## src/rtl/prog_run_ctrl.sv

```systemverilog
// Program-run sequencer: launches a core from a small start-address table,
// measures each run (cycles, retired instructions) and reports per-program results.
module prog_run_ctrl #(
  parameter int ADDR_W    = 8,
  parameter int NUM_PROGS = 4,
  parameter int CNT_W     = 32,
  parameter int TIMEOUT   = 20000,
  parameter int START_LEN = 1,
  localparam int IDX_W    = (NUM_PROGS > 1) ? $clog2(NUM_PROGS) : 1
) (
  input  logic              CLK,
  input  logic              reset_n,
  input  logic              cfg_we,
  input  logic [IDX_W-1:0]  cfg_idx,
  input  logic [ADDR_W-1:0] cfg_addr,
  input  logic              go,
  input  logic              run_all,
  input  logic [IDX_W-1:0]  run_sel,
  input  logic              abort,
  input  logic              halt,
  input  logic              instr_retire,
  output logic              start,
  output logic [ADDR_W-1:0] start_addr,
  output logic              busy,
  output logic              done,
  output logic              res_valid,
  output logic [IDX_W-1:0]  res_idx,
  output logic [CNT_W-1:0]  res_cycles,
  output logic [CNT_W-1:0]  res_instrs,
  output logic              res_timeout
);

  // state  | meaning
  // IDLE   | waiting for go; program table writable
  // LAUNCH | start pulse to core, counters cleared
  // RUN    | core executing; counting cycles and retired instructions
  // REPORT | one-cycle result pulse for slot cur
  // FIN    | one-cycle done pulse, back to IDLE
  typedef enum logic [2:0] {IDLE, LAUNCH, RUN, REPORT, FIN} state_t;

  localparam int SL_W = (START_LEN > 1) ? $clog2(START_LEN) : 1;
  localparam logic [SL_W-1:0]  SL_LOAD  = SL_W'(START_LEN - 1);
  localparam logic [IDX_W-1:0] LAST_IDX = IDX_W'(NUM_PROGS - 1);
  localparam logic [CNT_W-1:0] CNT_MAX  = '1;
  localparam logic [CNT_W-1:0] TO_CNT   = CNT_W'(TIMEOUT);

  state_t            state, state_nxt;
  logic [ADDR_W-1:0] prog_tab [2**IDX_W];
  logic [IDX_W-1:0]  cur;
  logic              all_q;
  logic [SL_W-1:0]   slen_cnt;
  logic [CNT_W-1:0]  cyc_cnt, ins_cnt, cyc_inc, ins_inc;
  logic [ADDR_W-1:0] addr_q;
  logic              timeout_hit;

  // cyc_inc is the count including the current RUN cycle, so the first RUN cycle reads as 1
  assign cyc_inc     = (cyc_cnt == CNT_MAX) ? cyc_cnt : cyc_cnt + CNT_W'(1);
  assign ins_inc     = (instr_retire && (ins_cnt != CNT_MAX)) ? ins_cnt + CNT_W'(1) : ins_cnt;
  assign timeout_hit = (cyc_inc == TO_CNT);
  assign start_addr  = (state == LAUNCH) ? prog_tab[cur] : addr_q;

  always_ff @(posedge CLK or negedge reset_n) begin
    if (!reset_n) state <= IDLE;
    else          state <= state_nxt;
  end

  always_comb begin
    state_nxt = state;
    start     = 1'b0;
    busy      = 1'b0;
    done      = 1'b0;
    res_valid = 1'b0;
    if (state != IDLE) busy = 1'b1;
    case (state)
      IDLE: begin
        if (go) state_nxt = LAUNCH;
      end
      LAUNCH: begin
        start = !abort;
        if (abort)                 state_nxt = IDLE;
        else if (slen_cnt == '0)   state_nxt = RUN;
      end
      RUN: begin
        if (abort)                     state_nxt = IDLE;
        else if (halt || timeout_hit)  state_nxt = REPORT;
      end
      REPORT: begin
        res_valid = 1'b1;
        if (all_q && (cur < LAST_IDX)) state_nxt = LAUNCH;
        else                           state_nxt = FIN;
      end
      FIN: begin
        done      = 1'b1;
        state_nxt = IDLE;
      end
      default: state_nxt = IDLE;
    endcase
  end

  always_ff @(posedge CLK or negedge reset_n) begin
    if (!reset_n) begin
      for (int i = 0; i < 2**IDX_W; i++) prog_tab[i] <= '0;
      cur         <= '0;
      all_q       <= 1'b0;
      slen_cnt    <= '0;
      cyc_cnt     <= '0;
      ins_cnt     <= '0;
      addr_q      <= '0;
      res_idx     <= '0;
      res_cycles  <= '0;
      res_instrs  <= '0;
      res_timeout <= 1'b0;
    end else begin
      case (state)
        IDLE: begin
          if (cfg_we) prog_tab[cfg_idx] <= cfg_addr;
          if (go) begin
            all_q    <= run_all;
            cur      <= run_all ? '0 : run_sel;
            slen_cnt <= SL_LOAD;
          end
        end
        LAUNCH: begin
          cyc_cnt <= '0;
          ins_cnt <= '0;
          addr_q  <= prog_tab[cur];
          if (slen_cnt != '0) slen_cnt <= slen_cnt - SL_W'(1);
        end
        RUN: begin
          cyc_cnt <= cyc_inc;
          ins_cnt <= ins_inc;
          // halt takes priority over a coincident timeout
          if (!abort && (halt || timeout_hit)) begin
            res_idx     <= cur;
            res_cycles  <= cyc_inc;
            res_instrs  <= ins_inc;
            res_timeout <= !halt;
          end
        end
        REPORT: begin
          if (all_q && (cur < LAST_IDX)) begin
            cur      <= cur + IDX_W'(1);
            slen_cnt <= SL_LOAD;
          end
        end
        default: ;
      endcase
    end
  end

endmodule

```

## config.mk

```make
export PLATFORM = sky130hd
export DESIGN_NAME = prog_run_ctrl
export DESIGN_NICKNAME = d
export VERILOG_FILES = /design/src/rtl/prog_run_ctrl.sv
export SDC_FILE = /design/constraint.sdc
export NUM_CORES = 1
export LEC_CHECK = 0
export BUFFER_PORTS_ARGS = -buffer_cell sky130_fd_sc_hd__buf_4
export CORE_MARGIN = 1.5
export CORE_UTILIZATION = 55
export CTS_CLUSTER_SIZE = 30
export DETAILED_ROUTE_END_ITERATION = 16
export PLACE_DENSITY = 0.77
export SLEW_MARGIN = 40
export SYNTH_ARGS = -nofsm -noshare
export SYNTH_HDL_FRONTEND = slang
export SYNTH_SLANG_ARGS = --single-unit
```

## constraint.sdc

```tcl
create_clock -name CLK -period 3.9 [get_ports CLK]
set_clock_uncertainty 0.15 [all_clocks]
set_input_delay 0.975 -clock CLK [delete_from_list [all_inputs] [get_ports CLK]]
set_output_delay 0.975 -clock CLK [all_outputs]
set_load 0.01 [all_outputs]
```

# --- Word level (Yosys, flattened, before mapping) ---
# Index checks and enable logic that the tools add are counted.
word_totals:
  regBits: 178
  inputBits: 20
  out_inout_bits: 79
  word_cells: 84
op_classes:
  add_sub_neg: 4
  order_cmp: 4
  eq_ne: 11
  n_mux: 30
  bitwise: 2
  reduce_logical: 18
op_table:
  columns: ["op", "count"]
  rows:
  - ["32-bit one-hot mux with 2 select lines", 2]
  - ["32-bit by 1-bit adder with 32-bit output, second input constant", 2]
  - ["32-bit 2-to-1 mux", 2]
  - ["32-bit bitwise mux", 1]
  - ["32-bit by 15-bit equality test with 1-bit output, second input constant", 1]
  - ["32-bit equality test, second input constant", 1]
  - ["8-bit 2-to-1 mux", 4]
  - ["32-bit inequality test, second input constant", 1]
  - ["3-bit 2-to-1 mux", 6]
  - ["8-bit binary-select mux with 2-bit select", 1]
  - ["8-bit demux with 2-bit select", 1]
  - ["3-bit one-hot mux with 4 select lines", 1]
  - ["3-bit AND reduction", 3]
  - ["1-bit 2-to-1 mux", 7]
  - ["3-bit by 2-bit equality test with 1-bit output, second input constant", 2]
  - ["3-bit >= comparator, second input constant", 2]
  - ["2-bit 2-to-1 mux", 3]
  - ["3-bit inequality test, second input constant", 2]
  - ["2-bit NOT with 3-bit output", 2]
  - ["2-bit AND reduction", 3]
  - ["3-bit nonzero test", 2]
  - ["1-bit logical AND", 4]
  - ["2-bit inequality test, second input constant", 2]
  - ["2-bit one-hot mux with 2 select lines", 1]
  - ["other kinds (11)", 13]

# --- Longest topological paths before layout ---
# Gate-level depths: netlist (run 1).
logic_depth:
  depth_word: 7
  ltp_mapped: 13
  depth_no_buf: 10

# --- Worst setup path after synthesis (run 1) ---
# OpenSTA, ideal clock, no wires.
synth_path:
  path_type: "flip-flop to flip-flop"
  from: "register cyc_cnt[1]"
  to: "register res_cycles[0]"
  setup_time_ns: 0.125
  arrival_time_ns: 3.084
  required_ns: 3.625
  slack_ns: 0.541
  path_stages_with_launch: 13
  path_buffers: 3
  period_less_slack_ns: 3.359
  cell_sequence: "dfrtp_1 > ha_1 > and4_1 > clkbuf_1 > clkbuf_1 > a2111oi_0 > xnor2_1 > nor3b_1 > nand4_1 > nor3_4 > nor2_2 > buf_6 > mux2_4"
synth_between:
  elab_chain_cells: 6
  word_cells_on_any_way: 7
  cone_classes: "add/sub (1); eq/ne (2); mux (1); reduce/logical (3)"
synth_rtl:
  columns: ["item", "line_no", "text"]
  rows:
  - ["start, declared", "52", "logic [CNT_W-1:0] cyc_cnt, ins_cnt, cyc_inc, ins_inc;"]
  - ["start signal, assigned", "130", "cyc_cnt <= cyc_inc;"]
  - ["32-bit by 1-bit adder with 32-bit output or 32-bit equality test (tied branches)", "57", "assign cyc_inc = (cyc_cnt == CNT_MAX) ? cyc_cnt : cyc_cnt + CNT_W'(1);"]
  - ["32-bit 2-to-1 mux (*)", "57", null]
  - ["32-bit by 15-bit equality test with 1-bit output", "59", "assign timeout_hit = (cyc_inc == TO_CNT);"]
  - ["1-bit logical OR", "133", "if (!abort && (halt || timeout_hit)) begin"]
  - ["1-bit logical AND", "133", null]
  - ["2-bit AND reduction (no source line)", null, null]
  - ["end signal, assigned", "135", "res_cycles <= cyc_inc;"]
  - ["end, declared", "28", "output logic [CNT_W-1:0] res_cycles,"]
# Every way passes the cells marked *; elsewhere a longest branch is shown, timed or not.
# A chain may end at the register's enable or synchronous reset.

# --- Worst setup path after layout (run 1) ---
layout_path:
  from: "register cyc_cnt[0]"
  to: "register res_instrs[14]"
layout_between:
  elab_chain_cells: 6
  word_cells_on_any_way: 7
  cone_classes: "add/sub (1); eq/ne (2); mux (1); reduce/logical (3)"
layout_rtl:
  columns: ["item", "line_no", "text"]
  rows:
  - ["32-bit by 1-bit adder with 32-bit output or 32-bit equality test (tied branches)", "57", null]
  - ["32-bit 2-to-1 mux (*)", "57", null]
  - ["32-bit by 15-bit equality test with 1-bit output (*)", "59", null]
  - ["1-bit logical OR (*)", "133", null]
  - ["1-bit logical AND (*)", "133", null]
  - ["2-bit AND reduction (no source line) (*)", null, null]
  - ["end signal, assigned", "136", "res_instrs <= ins_inc;"]
  - ["end, declared", "29", "output logic [CNT_W-1:0] res_instrs,"]
# Marked as above.

==> results of run 1 <==
==> cells by family after synthesis <==
| group | Yosys count |
|---|---|
| buffers and inverters | 73 |
| AND/OR/NAND/NOR | 313 |
| flip-flops | 177 |
| adder cells (fa/ha/maj) | 3 |
| multiplexers | 113 |
| XOR/XNOR | 59 |
| AO/OA/AOI/OAI | 160 |
==> synth_stat cells (all sizes together) (4+ instances only) <==
master  instances  area share, %
mux4            8            1.9
and2           10           0.66
mux2i           8           0.85
o21ai          70            3.7
inv            13           0.52
nand3          31            1.6
clkbuf         46            1.9
nor3           21            1.3
buf            14            1.1
nor2           46            1.9
mux2           97             14
xnor2          33            3.1
o31ai          21            1.7
xor2           26            2.4
nor3b           4           0.32
and3           11           0.73
nand2b          4           0.26
or2             5           0.33
nand2         119            4.8
dfrtp         177             47
a22o           11            1.0
nor4           10           0.82
and4           14            1.3
a21oi          25            1.3
nand4          25            1.7
a211oi          4           0.32
a31oi           7           0.46
==> state kept, by name, indices dropped and copies added, names as in the netlist, 3 cells and up <==
signal	flops
cyc_cnt	32
ins_cnt	32
prog_tab	32
res_cycles	32
res_instrs	32
addr_q	8
state	3
==> stage by stage <==
| step | power (mW) | hold slack, ns | setup slack [ns] | utilization, % |
|---|---|---|---|---|
| after floorplan | 3.50 | 0.307 | 0.541 | - |
| after global placement | 4.10 | 0.327 | 0.379 | 62.8 |
| after detailed placement | 4.17 | 0.336 | 0.290 | 62.8 |
| after CTS | 5.89 | 0.349 | 0.254 | 66.4 |
| after global routing | 6.17 | 0.362 | 0.0114 | 66.4 |
| final | 5.86 | 0.346 | 0.224 | 66.4 |
==> power groups by stage <==
stage | combinational, mW | sequential [mW] | clock (mW)
2_1_floorplan | 1.12 | 2.38 | 0
3_3_place_gp | 1.67 | 2.43 | 0
3_5_place_dp | 1.72 | 2.44 | 0
4_1_cts | 1.75 | 2.41 | 1.73
5_1_grt | 1.89 | 2.46 | 1.82
6_report | 1.74 | 2.41 | 1.72
==> final timing paths <==
check                                                  end                    from  cells after the start  slack (ns)
worst min register to register      ins_cnt[8]$_DFFE_PN0P_  ins_cnt[8]$_DFFE_PN0P_                      1        0.35
min in group asynchronous          ins_cnt[15]$_DFFE_PN0P_                 reset_n                      1        0.38
worst min-delay path                ins_cnt[8]$_DFFE_PN0P_  ins_cnt[8]$_DFFE_PN0P_                      1        0.35
max in group asynchronous          cyc_cnt[13]$_DFFE_PN0P_                 reset_n                      2        2.29
worst max-delay path            res_instrs[14]$_DFFE_PN0P_  cyc_cnt[0]$_DFFE_PN0P_                     11        0.22
worst max register to register  res_instrs[14]$_DFFE_PN0P_  cyc_cnt[0]$_DFFE_PN0P_                     11        0.22
==> per-layer routing <==
metal	vias to the layer above	wire length, um
met5	-	0
met4	0	394
met3	40	1270
met2	252	10400
met1	3655	10300
li1	3408	-
==> cell type report <==
cell class | count | area (um2) | area share, %
well taps | 220 | 275 | 2.48
clock buffers | 17 | 425 | 3.83
flip-flops and latches | 177 | 4430 | 39.9
inverters | 13 | 48.8 | 0.440
repair buffers | 133 | 1040 | 9.37
multi-input cells | 648 | 4700 | 42.3
clock inverters | 15 | 178 | 1.60
==> results by stage, run 1 <==
Run status:
- The flow ran to the end, and the final reports show no timing, DRC or antenna violations.

STA:
- The routed design could run at a clock period as short as 3.68 ns.
- The headroom to the max-slew limit is 49.5%.
- Setup repair after global routing left no endpoint under its margin.
- The maximum operating frequency is 272 MHz.
- The ratio of final minimum period to clock period is 94.3%.
- At the pin with the least slew margin, the transition time is 0.757 ns.
- The number of slew-limit violations in the final report is 0.
- Summed over all failing endpoints, the final setup total negative slack is 0 ns.
- Setup violations remaining at the end of the flow were counted as 0.
- The final number of hold-violating endpoints is 0.

Synth:
- The xor/xnor cell area share of the yosys netlist is 5.47%.
- The dominant combinational cell family by area after synthesis is simple AND/OR/NAND/NOR gates.
- Of the post-synthesis cell area, the part taken by muxes is 16.4%.
- After Yosys synthesis, full adders, half adders and majority gates account for 0.397% of the synthesized area.
- The count of state elements after synthesis is 177.
- The count of yosys warnings during synthesis is 0.
- Synthesis produced a netlist with a net count of 921.
- The synthesized-area fraction occupied by ao, oa, aoi and oai cells is 10.6%.
- The dominant register cell in the synthesized netlist is dfrtp_1.
- After synthesis, flip-flops and latches occupy 46.9% of the total area.
- Counting distinct cell types in the post-synthesis netlist gives 61.
- The share of synthesized registers carrying an async set or reset is 100%.
- After synthesis, the mean cell area works out to 10.5 um2.
- Of the total synthesized cell area, the portion taken by AND, OR, NAND and NOR gates is 16.7%.
- The number of enable flip-flop cells after synthesis is 0.
- Counting every instance in the synthesized netlist gives 898.
- Summing every instance area after synthesis gives 0.00945 mm2.

Placement:
- The count of port buffers added during placement is 98.
- The number of instances in the placed design is 1191.
- The placer congestion estimate is 0.955.
- The HPWL after detailed placement is 15.5 mm.
- Summing all placed instances gives a cell area of 0.0105 mm2.

Floorplanning:
- The die covers 0.0180 mm2.
- During I/O placement, the number of pins put on the boundary was 99.
- The site row count is 47.
- From bottom edge to top edge, the die measures 134 um.
- After floorplanning, the core was sized to cover 0.0167 mm2.
- Once the floorplan was initialized, standard cells occupied 56.6% of the core.
- The floorplan step set the die width to 134 um.

Global route:
- Global routing consumed, on the met3 layer, 5.18% of the routing resources.
- The total congestion overflow after global routing is 0.
- After global routing, the most crowded layer is met2.
- The global routing usage on met2 is 39.8%.
- The number of antenna violations at the first check in global routing was 0.
- For met1 alone, demand over resource in global routing was 37.0%.
- The total track usage is 25.8%.
- The largest net degree at the start of global routing is 75.
- The global-route wire length before repair is 36.7 mm.
- The number of global-route vias before repair is 7043.

Finish:
- The antenna diode count is 0.
- The design area is 0.0111 mm2.
- The signed area change from the synthesized netlist to the final layout is 17.4%.
- The share of cells above drive strength 1 is 28.7%.
- Fill cells in the final layout number 1330.
- The final cell count without fillers is 1223.
- The net count reported at finish is 1013.
- In the layout the commonest cells are dfrtp_1, buf_4, nand2_1, o21ai_0, mux2_4.
- The most common cell after layout, fill and taps aside is dfrtp_1.

Drt:
- The routed wirelength normalized by instance count is 18.3 um.
- The detailed-route DRC error count is 0.
- The vias per cell is 6.01.
- The number of vias after detailed routing is 7355.
- Once detail routing completed, the nets flagged for antenna violations numbered 0.
- The number of optimization iterations in the first detailed-route pass is 5.
- The first routing iteration left 603 violations.
- Summed over all layers, the routed wires come to 22.4 mm.

Clock network:
- The clock latency at the later pin of the worst-skew pair is 0.44 ns.
- The number of setup buffers added after CTS is 0.
- In this run the deepest clock path goes through 2 buffers.
- The clock sink count is 177.
- The quantity of hold-fixing buffers added after cts is 0.
- After clock tree synthesis, the repair step resized 0 gates.
- The number of buffers inserted during clock tree synthesis is 17.
- The clock-pin slew of the registers on the worst-case setup and hold paths is 0.08 ns.
- The tree is rooted in a clkbuf_16.
- TritonCTS built the clock tree.
- CTS built an H-tree with a depth of 4.

Power and ir drop:
- For this design the total switching power over the nets is 1.99 mW.
- In this run, flip-flops and latches consume 41.1% of the power.
- Per report_power, the combinational group accounts for 29.6% of the total.
- Power spread over the standard cell area amounts to 529 mW/mm2.
- In this run the static leakage power is 5.22 nW.
- The share of total power dissipated in the clock network is 29.3%.
- Across the VDD grid, the largest voltage drop is 415 uV.
- The switching power as a share of total power is 33.9%.
- The total internal power is 3.88 mW.

Worst setup path:
- The critical path goes through ha_1 -> and4_1 -> buf_4 -> a2111oi_0 -> xnor2_1 -> nor3b_1 -> nand4_1 -> nor3_4 -> nor2_4 -> buf_12 -> mux2_4.
- The buffering stage count on the worst path with inverters included is 2.
- The worst setup path category is flip-flop to flip-flop.
- STA classifies the critical path endpoint as a flip-flop.
- STA classifies the critical path startpoint as a flip-flop.
- Of all nets on the critical path, the largest fanout is 31.
- Grouping stages by cell kind, the critical path spends the most delay in simple AND/OR/NAND/NOR gates.
- The slowest cell on the critical path is dfrtp_1.
- For the worst setup path, the data required time is 4.08 ns.
- In this design, the stage delay of the slowest critical-path cell is 0.47 ns.
- Data on the critical path arrives at its endpoint at 3.85 ns.

Flow run:
- The max-cap violation count is 0.

Worst hold path:
- The class of the tightest hold or removal check is flip-flop to flip-flop.
No activity file was read; power rests on OpenSTA's default activity.
==> inputs of run 2 (changes only) <==
--- a/config.mk
+++ b/config.mk
@@ -7,10 +7,11 @@
 export LEC_CHECK = 0
 export BUFFER_PORTS_ARGS = -buffer_cell sky130_fd_sc_hd__buf_4
 export CORE_MARGIN = 1.5
-export CORE_UTILIZATION = 55
+export CORE_UTILIZATION = 50
 export CTS_CLUSTER_SIZE = 30
 export DETAILED_ROUTE_END_ITERATION = 16
-export PLACE_DENSITY = 0.77
+export PLACE_DENSITY = 0.71
+export REMOVE_ABC_BUFFERS = 1
 export SLEW_MARGIN = 40
 export SYNTH_ARGS = -nofsm -noshare
 export SYNTH_HDL_FRONTEND = slang
==> results by stage, run 2 (synthesis results as in run 1) <==
STA:
- Setup repair after global routing left no endpoint under its margin.
- The final critical-path required period was 3.70 ns (+0.0198 ns).
- The ratio of final minimum period to clock period was 94.8% (+0.51 points).
- The number of slew-limit violations in the final report is 0 (unchanged).
- The headroom to the max-slew limit is 46.4% (-3.2 points).
- The maximum operating frequency is 271 MHz (-0.53%).
- The final number of hold-violating endpoints is 0 (unchanged).
- The number of setup violations in the final report came to 0 (unchanged).
- The accumulated negative setup slack is 0 ns (unchanged).
- The actual transition at the worst max-transition pin is 0.804 ns (+0.0474 ns).

Global route:
- The number of global-route vias before repair came to 6959 (-1.2%).
- The number of antenna violations at the first check in global routing was 0 (unchanged).
- The total congestion overflow after global routing came to 0 (unchanged).
- The largest net degree at the start of global routing was 78 (+4.0%).
- The global-route wire length before repair is 36.4 mm (-0.94%).
- The total track usage came to 23.3% (-2.5 points).

Floorplanning:
- The die span in x is 140 um (+4.8%).
- The boundary pin count was 99 (unchanged).
- The area of the die is 0.0197 mm2 (+9.8%).
- The placeable core area came to 0.0186 mm2 (+12%).
- The die extent in y was 140 um (+4.8%).
- The effective utilization at floorplan was 50.7% (-5.9 points).
- The site row count is 50 (+6.4%).

Drt:
- The number of DRC markers in iteration 0 is 578 (-4.1%).
- The number of vias after detailed routing came to 7128 (-3.1%).
- The routed wirelength normalized by instance count is 18.1 um (-1.4%).
- The antenna violation net count after detailed routing is 0 (unchanged).
- The total length of routed wires came to 22.3 mm (-0.40%).
- The detailed-route DRC error count is 0 (unchanged).
- The vias per cell is 5.77 (-4.0%).
- The number of optimization iterations in the first detailed-route pass is 5 (unchanged).

Worst setup path:
- The delay contributed by the slowest stage of the critical path is 0.50 ns (+0.03 ns).
- The arrival time at the worst endpoint is 3.86 ns (about the same).
- The type of origin of the critical path is a flip-flop.
- The endpoint kind of the worst setup timing path is a flip-flop.
- The largest fanout of any net on the critical path came to 14 (-55%).
- The slowest cell on the critical path is dfrtp_1.
- By startpoint and endpoint, the worst setup path is classified as flip-flop to flip-flop.
- The critical path goes through ha_1 -> and4_2 -> nand4_1 -> or4_1 -> a22o_1 -> nor2_1 -> nand4b_1 -> nor3_4 -> nor2_4 -> buf_4 -> mux2_4.
- The critical path required time is 4.07 ns (about the same).

Clock network:
- The clock latency at the later pin of the worst-skew pair is 0.44 ns (about the same).
- TritonCTS built the clock tree.
- The clock-pin slew of the registers on the worst-case setup and hold paths came to 0.06 ns (-0.02 ns).
- The number of buffers inserted during clock tree synthesis is 17 (unchanged).
- CTS placed an instance of clkbuf_16 at the clock tree root.
- The depth of the CTS H-tree is 4 (unchanged).
- The clock sink count is 177 (unchanged).
- The maximum count of clock buffers along a single path is 2 (unchanged).
- The buffers inserted during post-CTS setup optimization is 0 (unchanged).

Worst hold path:
- The class of the tightest hold or removal check is flip-flop to flip-flop.

Finish:
- The antenna diode count was 0 (unchanged).
- In the layout the commonest cells are dfrtp_1, buf_4, nand2_1, o21ai_0, mux2_4.
- The library cell used most frequently in the layout, excluding fill and tap cells, is dfrtp_1.
- The sequential cell area in the final layout was 0.00443 mm2 (unchanged).
- The net count reported at finish is 1012 (-0.099%).
- The number of fillers in the final layout is 1545 (+16%).
- The share of cells above drive strength 1 is 28.6% (-0.14 points).
- The area used by multi-input combinational logic is 0.00471 mm2 (+0.29%).
- The signed area change from the synthesized netlist to the final layout is 17.3% (about the same).

Run status:
- The flow ran to the end, and the final reports show no timing, DRC or antenna violations.

Flow run:
- The max-cap violation count is 0 (unchanged).

Power and ir drop:
- The total power draw is 5.84 mW (-0.35%).
- The worst voltage drop across the vdd grid was 502 uV (+21%).
- The reported leakage power is 5.20 nW (-0.30%).
- The power per cell area is 527 mW/mm2 (-0.26%).

Placement:
- The final HPWL from detailed placement is 15.4 mm (-0.35%).
- The count of port buffers added during placement is 98 (unchanged).
- The placer congestion estimate is 0.929 (-2.8%).
==> run 2: layout make-up <==
class / count / area share [%]
Clock inverter: 11 / 1.20
Timing Repair Buffer: 132 / 9.31
Multi-Input combinational cell: 648 / 42.5
Inverter: 13 / 0.440
Tap cell: 234 / 2.64
Sequential cell: 177 / 40.0
Clock buffer: 20 / 3.94
==> run 2: worst paths after layout <==
path                       slack (ns)                       from                         end  cells after the start
setup / recovery                 0.20     cyc_cnt[0]$_DFFE_PN0P_  res_instrs[17]$_DFFE_PN0P_                     11
hold / removal                   0.34  res_cycles[4]$_DFFE_PN0P_   res_cycles[4]$_DFFE_PN0P_                      1
setup reg to reg                 0.20     cyc_cnt[0]$_DFFE_PN0P_  res_instrs[17]$_DFFE_PN0P_                     11
hold reg to reg                  0.34  res_cycles[4]$_DFFE_PN0P_   res_cycles[4]$_DFFE_PN0P_                      1
max in group asynchronous        2.42                    reset_n   res_instrs[1]$_DFFE_PN0P_                      2
min in group asynchronous        0.37                    reset_n   res_cycles[2]$_DFFE_PN0P_                      1
==> run 2: metal layers <==
layer	part of all wire (%)	vias up	track usage [%]
met1	47	3478	32.9
li1	-	3415	-
met3	5.9	30	5.16
met2	46	205	35.8
met5	0	-	0
met4	1.6	0	7.84
==> run 2: power breakdown <==
group	switching [mW]	leakage, nW	internal, mW
Combinational	0.916	2.56	0.828
Clock	0.743	0.277	0.949
Sequential	0.237	2.36	2.17
Total	1.90	5.20	3.95
==> run 2: critical path: cells and delay by family, from the launching register on <==
family | cells | cell delay (ns)
simple gates | 7 | 1.79
buf+inv | 1 | 0.24
mux | 1 | 0.32
fa+ha+maj | 1 | 0.31
compound gates | 1 | 0.26
flops | 1 | 0.50
==> run 2: through the flow <==
step	instances	utilization [%]	hold WS, ns	cell area, um2	worst slack, ns
CTS	1235	59.4	0.343	11100	0.199
global route	1235	59.4	0.356	11100	0.0529
floorplan	838	-	0.307	9170	-1.41
detailed placement	1204	56.3	0.326	10500	0.224
global placement	1204	56.3	0.316	10500	0.227
finish	1235	59.4	0.337	11100	0.204
==> run 2: repair_timing <==
item                                    CTS  global route
hold buffers                              0             0
gates resized for setup                   0             3
endpoints found under the setup margin    0             6
==> inputs of run 3 (changes only) <==
--- a/config.mk
+++ b/config.mk
@@ -6,7 +6,7 @@
 export NUM_CORES = 1
 export LEC_CHECK = 0
 export BUFFER_PORTS_ARGS = -buffer_cell sky130_fd_sc_hd__buf_4
-export CORE_MARGIN = 1.5
+export CORE_MARGIN = 2
 export CORE_UTILIZATION = 50
 export CTS_CLUSTER_SIZE = 30
 export DETAILED_ROUTE_END_ITERATION = 16
==> results by stage, run 3 (synthesis results as in run 1) <==
STA:
- The number of setup violations in the final report came to 0 (unchanged).
- The setup slack of the critical path after layout is 0.240 ns (+0.0363 ns).
- The post-route worst hold slack is 0.329 ns (-0.00740 ns).
- The final number of hold-violating endpoints is 0 (unchanged).
- The actual transition at the worst max-transition pin is 0.675 ns (-0.129 ns).
- The ratio of final minimum period to clock period came to 93.8% (-0.93 points).
- The maximum operating frequency was 273 MHz (+0.99%).
- The headroom to the max-slew limit is 55.0% (+8.6 points).
- The number of slew-limit violations in the final report is 0 (unchanged).
- Setup repair after global routing left no endpoint under its margin.
- The final critical-path required period came to 3.66 ns (-0.0363 ns).

Finish:
- The signed area change from the synthesized netlist to the final layout is 17.1%.
- The net count reported at finish is 1010 (-0.20%).
- The antenna diode count came to 0 (unchanged).
- The share of cells above drive strength 1 is 28.5% (-0.11 points).
- The final cell count without fillers is 1232 (-0.24%).
- The fraction of the core area covered by cells at the end of the flow is 59.3% (-0.11 points).
- The library cell used most frequently in the layout, excluding fill and tap cells, is dfrtp_1.
- The library cells used most frequently in the layout, excluding fill and tap cells, are dfrtp_1, buf_4, nand2_1, o21ai_0, mux2_4.

Clock network:
- The depth of the CTS H-tree is 4 (unchanged).
- The clock sink count came to 177 (unchanged).
- The clock latency at the later pin of the worst-skew pair is 0.43 ns (about the same).
- The clock-pin slew of the registers on the worst-case setup and hold paths is 0.07 ns (about the same).
- The quantity of hold-fixing buffers added after cts was 0 (unchanged).
- The number of buffers inserted during clock tree synthesis was 17 (unchanged).
- The CTS root buffer is clkbuf_16.
- The maximum count of clock buffers along a single path came to 2 (unchanged).
- The TritonCTS clock tree is built.

Power and ir drop:
- The worst voltage drop across the vdd grid is 454 uV (-9.6%).
- The power per cell area is 527 mW/mm2 (about the same).
- The reported leakage power is 5.19 nW (-0.30%).

Global route:
- The total congestion overflow after global routing is 0 (unchanged).
- The global routing usage on met2 was 34.7% (-1.1 points).
- The number of global-route vias before repair is 6925 (-0.49%).
- The global-route met3 utilization came to 4.99% (-0.17 points).
- The number of antenna violations at the first check in global routing is 0 (unchanged).
- The global-route wire length before repair came to 36.7 mm (+0.95%).
- The total track usage is 23.1% (-0.22 points).
- The met1 global-route usage is 33.5% (+0.63 points).
- The most heavily used metal layer in global routing is met2.
- The largest net degree at the start of global routing is 68 (-13%).

Drt:
- The total length of routed wires is 22.3 mm (about the same).
- The detailed-route DRC error count is 0 (unchanged).
- The routed wirelength normalized by instance count was 18.1 um (+0.29%).
- The vias per cell is 5.86 (+1.5%).
- The number of optimization iterations in the first detailed-route pass is 4 (-1).
- The number of vias after detailed routing was 7220 (+1.3%).
- The number of DRC markers in iteration 0 is 602 (+4.2%).
- The antenna violation net count after detailed routing is 0 (unchanged).

Floorplanning:
- The effective utilization at floorplan is 50.7% (unchanged).
- The die extent in y is 141 um (+0.71%).
- The placeable core area is 0.0186 mm2 (unchanged).
- The area of the die is 0.0200 mm2 (+1.4%).
- The site row count came to 50 (unchanged).
- The die span in x is 141 um (+0.71%).
- The boundary pin count is 99 (unchanged).

Worst setup path:
- The slowest cell on the critical path is or4_1.
- The arrival time at the worst endpoint was 3.82 ns (-0.04 ns).
- The worst setup path is captured at a flip-flop.
- The type of origin of the critical path is a flip-flop.
- By startpoint and endpoint, the worst setup path is classified as flip-flop to flip-flop.
- The signal on the critical path passes through ha_1 -> and4_4 -> nand4_1 -> or4_1 -> a22o_1 -> nor2_1 -> nand4b_1 -> nor3_4 -> nor2_4 -> buf_4 -> mux2_4.
- The largest fanout of any net on the critical path is 23 (+9).
- The critical path required time is 4.06 ns (about the same).
- The delay contributed by the slowest stage of the critical path is 0.50 ns (about the same).

Worst hold path:
- The min-delay analysis places its worst path in the category flip-flop to flip-flop.

Placement:
- The count of port buffers added during placement is 98 (unchanged).
- The final HPWL from detailed placement was 15.3 mm (-0.61%).
- The placer congestion estimate is 0.949 (+2.1%).
- The setup slack after placement is 0.147 ns (-0.0775 ns).
- The number of instances in the placed design is 1202 (-0.17%).

Flow run:
- The max-cap violation count came to 0 (unchanged).

Run status:
- The flow ran to the end, and the final reports show no timing, DRC or antenna violations.
run 3: changes by cell type in the layout (fill, tap and decap cells not counted), sizes merged:
| cell | change |
|---|---|
| buf | -2 |
| clkbuf | -1 |
| clkinv | +2 |
| clkinvlp | -1 |
| inv | -1 |
run 3: cell type report:
cell class	count	area (um2)
fillers	1564	7580
multi-input cells	648	4710
flip-flops and latches	177	4430
repair buffers	130	1000
clock buffers	19	443
well taps	234	293
clock inverters	11	131
inverters	13	48.8
run 3: through the flow:
stage                     total power, mW  area (um2)  TNS (ns)
after floorplan                      3.45        9170    -81.50
after global placement               4.11       10500         0
after detailed placement             4.17       10500         0
after CTS                            5.87       11000         0
after global routing                 6.14       11100         0
final                                5.83       11100         0
run 3: power breakdown:
group | total, mW | internal (mW) | switching, mW
registers | 2.41 | 2.17 | 0.240
logic | 1.73 | 0.824 | 0.904
clock network | 1.69 | 0.960 | 0.731
run 3: worst max-delay path, delay by kind of cell, from the launching register on:
family,cells,cell delay (ns)
compound gates,1,0.27
fa+ha+maj,1,0.32
buf+inv,1,0.26
flops,1,0.49
mux,1,0.34
simple gates,7,1.67
run 3: final timing paths:
check | start | to | slack, ns | cells past startpoint
worst max-delay path | cyc_cnt[0]$_DFFE_PN0P_ | res_instrs[11]$_DFFE_PN0P_ | 0.24 | 11
worst min-delay path | res_cycles[13]$_DFFE_PN0P_ | res_cycles[13]$_DFFE_PN0P_ | 0.33 | 1
worst max register to register | cyc_cnt[0]$_DFFE_PN0P_ | res_instrs[11]$_DFFE_PN0P_ | 0.24 | 11
worst min register to register | res_cycles[13]$_DFFE_PN0P_ | res_cycles[13]$_DFFE_PN0P_ | 0.33 | 1
max in group asynchronous | reset_n | cyc_cnt[2]$_DFFE_PN0P_ | 2.32 | 2
min in group asynchronous | reset_n | res_instrs[17]$_DFFE_PN0P_ | 0.36 | 1
run 3: layer usage:
metal  wire (um)  vias up  part of all wire [%]
li1            -     3413                     -
met1       10600     3569                    47
met2       10100      201                    45
met3        1240       37                   5.6
met4         432        0                   1.9
met5           0        -                     0
run 3: timing repair:
item	in CTS	in global routing
endpoints found under the setup margin	0	54
buffers inserted	0	0
gates resized for setup	0	4
